`src/rtl/turn_timer_pkg.sv`:
```
// game_pkg: state codes shared with the game state machine and the turn timer control states.
package game_pkg;
  typedef enum logic [3:0] {
    S0 = 4'h0,
    S1 = 4'h1,
    S2 = 4'h2,
    S5 = 4'h5,
    S6 = 4'h6,
    S7 = 4'h7
  } state_t;

  typedef enum logic [1:0] {IDLE, RUN, EXPIRED} ctrl_t;

  function automatic logic is_timed(input logic [3:0] s);
    return s == S1 || s == S6 || s == S7;
  endfunction
endpackage

```
`src/rtl/turn_timer_tick_gen.sv`:
```
// tick_gen: one-second prescaler, pulses tick for one cycle at its terminal count.
module tick_gen #(
  parameter int CLK_HZ = 50_000_000
) (
  input  logic clk,
  input  logic rst_n,
  input  logic clr,
  input  logic en,
  output logic tick
);
  localparam int W = CLK_HZ > 1 ? $clog2(CLK_HZ) : 1;
  localparam logic [W-1:0] TC = W'(CLK_HZ - 1);
  logic [W-1:0] cnt;
  assign tick = en && cnt == TC;
  always_ff @(posedge clk or negedge rst_n)
    if (!rst_n) cnt <= '0;
    else if (clr) cnt <= '0;
    else if (en) cnt <= tick ? '0 : cnt + W'(1);
endmodule

```
`src/rtl/turn_timer.sv`:
```
// turn_timer: restarts a per-turn countdown on entry to a timed game state and pulses finished on expiry.
module turn_timer
  import game_pkg::*;
#(
  parameter int CLK_HZ       = 50_000_000,
  parameter int TURN_SECONDS = 15
) (
  input  logic       clk,
  input  logic       rst_n,
  input  logic [3:0] estado,
  input  logic       pause,
  output logic       finished,
  output logic       running,
  output logic [6:0] secs_left,
  output logic [3:0] bcd_tens,
  output logic [3:0] bcd_units
);
  if (TURN_SECONDS < 1 || TURN_SECONDS > 99) begin : g_bad_turn
    $error("TURN_SECONDS must be in 1..99");
  end
  localparam logic [6:0] T = 7'(TURN_SECONDS);
  logic [3:0] estado_q;
  ctrl_t      ctrl, ctrl_d;
  logic [6:0] secs_d, rem;
  logic       fin_d, chg, tick;
  assign chg     = estado != estado_q;
  assign running = ctrl == RUN;
  tick_gen #(.CLK_HZ(CLK_HZ)) u_tick (
    .clk  (clk),
    .rst_n(rst_n),
    .clr  (chg || ctrl != RUN),
    .en   (running && !pause),
    .tick (tick)
  );
  // A state change always takes priority over an expiry landing on the same cycle.
  always_comb begin
    ctrl_d = ctrl;
    secs_d = secs_left;
    fin_d  = 1'b0;
    if (chg) begin
      ctrl_d = is_timed(estado) ? RUN : IDLE;
      secs_d = T;
    end else if (running && tick) begin
      secs_d = secs_left - 7'd1;
      fin_d  = secs_left == 7'd1;
      ctrl_d = fin_d ? EXPIRED : RUN;
    end
  end
  always_ff @(posedge clk or negedge rst_n)
    if (!rst_n) begin
      ctrl      <= IDLE;
      estado_q  <= 4'h0;
      secs_left <= T;
      finished  <= 1'b0;
    end else begin
      ctrl      <= ctrl_d;
      estado_q  <= estado;
      secs_left <= secs_d;
      finished  <= fin_d;
    end
  always_comb begin
    rem      = secs_left;
    bcd_tens = 4'd0;
    for (int i = 0; i < 9; i++)
      if (rem >= 7'd10) begin
        rem      = rem - 7'd10;
        bcd_tens = bcd_tens + 4'd1;
      end
    bcd_units = rem[3:0];
  end
endmodule

```
`config.mk`:
```
export PLATFORM = sky130hd
export DESIGN_NAME = turn_timer
export DESIGN_NICKNAME = d
export VERILOG_FILES = /design/src/rtl/turn_timer_pkg.sv /design/src/rtl/turn_timer_tick_gen.sv /design/src/rtl/turn_timer.sv
export SDC_FILE = /design/constraint.sdc
export NUM_CORES = 1
export LEC_CHECK = 0
export CORE_UTILIZATION = 50
export DETAILED_ROUTE_END_ITERATION = 10
export GPL_TIMING_DRIVEN = 1
export PLACE_DENSITY = 0.76
export SLEW_MARGIN = 25
export SYNTH_ARGS = -nofsm -noshare
export SYNTH_HDL_FRONTEND = slang
export SYNTH_SLANG_ARGS = --single-unit
```
`constraint.sdc`:
```
create_clock -name clk -period 22.2 [get_ports clk]
set_clock_uncertainty 0.1 [all_clocks]
set_input_delay 4.44 -clock clk [delete_from_list [all_inputs] [get_ports clk]]
set_output_delay 4.44 -clock clk [all_outputs]
set_load 0.05 [all_outputs]
```
==> metrics.csv <==
metric,value,unit
core-area,9370,sq um
crit_type,reg2out,
yosysTopAreaCell,dfrtp_1,
diodes,0,
hold_end,ctrl[0]$_DFFE_PN0P_,
cts_root_buf,clkbuf_8,
yosysSeqAreaShare,20.6,%
cp_common_cell,inv_1,
grt_pass1_wl,19.8,mm
htreeDepth,2,
p_int,0.000100,W
numCtsBuffers,5,
yosys_warnings,0,
die-height,101,um
utilization,55.9,%
slowest_delay,820,ps
drtAntennaViolNets,0,
outcome,"finished, final reports clean",
hold_class,reg2reg,
yosysUniqueCellTypes,99,
grt_pass1_vias,4295,
sw_frac_of_total,22.4,%
min_period,19090,ps
holdPathStages,2,
hp-start,ctrl[0]$_DFFE_PN0P_,
fmax,0.0524,GHz
cts_buffer_depth,2,
switchingPower,0.0000289,W
port_buffers,23,
routed_via_density,6.16,
clk_pin_slew,80,ps
ys.flop_type,dfrtp_1,
cts_tree,built,
drc,0,
initialDrtViolationCount,281,
combinationalPowerShare,4.2,%
synth_edf_count,0,
finalPower,0.000129,W
syn_avg_cell_area,7.92,sq um
clkSinkCount,40,
post_drt_wl_per_cell,15.2,um
antenna_found_initial,0,
syn_nets,647,
yosys_register_bits,40,
nets,650,
layout_worst_path_cycle_share,86.0,%
ctsResizeCount,0,
cp_slowest_cell,clkdlybuf4s50_1,
final_cell_area,5240,sq um
via_count,4623,
syn_inst,618,
timing.hold.ws,415,ps
die_w,101,um
maxSlewViolCount,0,
slew_headroom,43.1,%
pin_count,24,
leakagePower,2.10,nW
hold_viol_final,0,
max-cap-violations,0,
clk_latency,300,ps
dieArea,10200,sq um
synth_async_sr_flop_share,100,%
drt-total-wl,11.4,mm
power_frac_seq,57.1,%
cp-start-kind,flip-flop,
ctsHoldBuffers,0,
dpl-instance-area,5140,sq um
power.density,24.6,nW/um^2
rr_startpoint,estado_q[2]$_DFF_PN0_,
hpwl,8.77,mm
ir_worst_vdd,0.0507,mV
cp-end-kind,output pin,
r2r_end,u_tick.cnt[23]$_DFFE_PN0P_,
r2r_setup_slack,19310,ps
grt_max_degree,41,
rsz0062_at_grt,no,
start_util,52.2,%
synth_area,4890,sq um
crit_fanout,18,
first_pass_iters,5,
post_cts_buffers,0,
crit_required,17660,ps
drive_above_1_share,10.1,%
setup_viol,0,
rows,35,
clkPwrFrac,38.8,%
n_fill_cell,880,
ys_top_cells_by_area,"dfrtp_1 18%, xnor2_1 6.4%, ha_1 5.6%, nand2_1 4.7%, nor2_1 4.7%",
gp_congestion,0.938,
tightest_slew,853,ps
syn_to_final_growth,7.08,%
overflow,0,
reg2reg_depth,11,
fin_tns_setup,0,ps
most-common-layout-cells,"61 x nand2_1, 61 x nor2_1, 36 x xnor2_1, 36 x dfrtp_1, 33 x nand3_1",
cp.arrival,14550,ps
grtUsageTotal,23.7,%
netlist.area_leader.share,18.4,%
==> through the flow <==
stage | instances | worst slack [ps]
floorplan | 618 | 4930
detailed placement | 743 | 3710
global route | 751 | 1840
global placement | 743 | 4250
CTS | 751 | 3330
finish | 751 | 3110
==> layout make-up <==
class,count,area [sq um],share of cell area [%]
multi-input combinational,526,3660,69.9
sequential,40,1010,19.2
timing repair buffer,23,225,4.30
tap,129,161,3.08
inverter,25,93.8,1.79
clock buffer,6,82.6,1.58
clock inverter,2,10.0,0.191
==> flip-flops by register name, summed over array words and instances, names as in the netlist <==
register,flops
u_tick.cnt,26
ctrl,2
finished,1
estado_q,4
secs_left,7
==> logic make-up after synthesis <==
kind of cell | share of synthesized area (%)
simple gates | 30.0
compound gates | 24.7
mux | 3.48
fa+ha+maj | 5.62
buf+inv | 4.70
flops | 20.6
xor+xnor | 10.9
==> critical path, delay by kind of cell (launching register included) <==
kind / cells / cell delay, ps
flops: 1 / 750
fa+ha+maj: 9 / 2060
mux: 3 / 800
compound gates: 13 / 2980
simple gates: 19 / 3950
buf+inv: 11 / 2040
xor+xnor: 6 / 1630
==> power by group through the flow <==
stage                 logic, W  clock network (W)  registers, W
floorplan           0.00000222                  0     0.0000750
detailed placement  0.00000552                  0     0.0000750
global placement    0.00000544                  0     0.0000750
finish              0.00000536          0.0000500     0.0000736
global route        0.00000617          0.0000544     0.0000736
CTS                 0.00000554          0.0000513     0.0000736
==> metal layers <==
layer  vias to the layer above  wire length [um]  track usage (%)
li1                       2295                 -                -
met1                      2164              5380             32.5
met2                       134              5290             38.9
met3                        30               490             2.36
met4                         0               282             8.25
met5                         -                 0                0
==> worst max-delay path by stage <==
stage                                         from            to  slack [ps]  cells past startpoint
final                     secs_left[1]$_DFFE_PN1P_   bcd_tens[3]        3110                     61
after floorplan           secs_left[1]$_DFFE_PN1P_  bcd_units[3]        4930                     63
after detailed placement  secs_left[1]$_DFFE_PN1P_   bcd_tens[3]        3710                     61
after global placement    secs_left[1]$_DFFE_PN1P_   bcd_tens[3]        4250                     61
after global routing      secs_left[1]$_DFFE_PN1P_   bcd_tens[3]        1840                     61
after CTS                 secs_left[1]$_DFFE_PN1P_   bcd_tens[3]        3330                     61
==> cell usage after synthesis, drive strengths merged (4+ instances only) <==
library cell / instances
nand3: 33
a21oi: 29
a32oi: 7
and2: 10
nor2: 64
and3: 8
ha: 22
nand2b: 5
o21a: 6
a21boi: 5
o211ai: 7
o21ai: 35
a22o: 4
dfstp: 4
mux2: 8
xor2: 23
a21o: 5
o2111ai: 6
nand4: 13
xnor2: 37
mux2i: 8
a211oi: 9
or2: 4
nor3: 22
nor2b: 10
or4: 4
or3: 11
inv: 24
nand2: 62
dfrtp: 36
nor4: 11
clkbuf: 9
buf: 18
(Power assumes the default switching activity.)
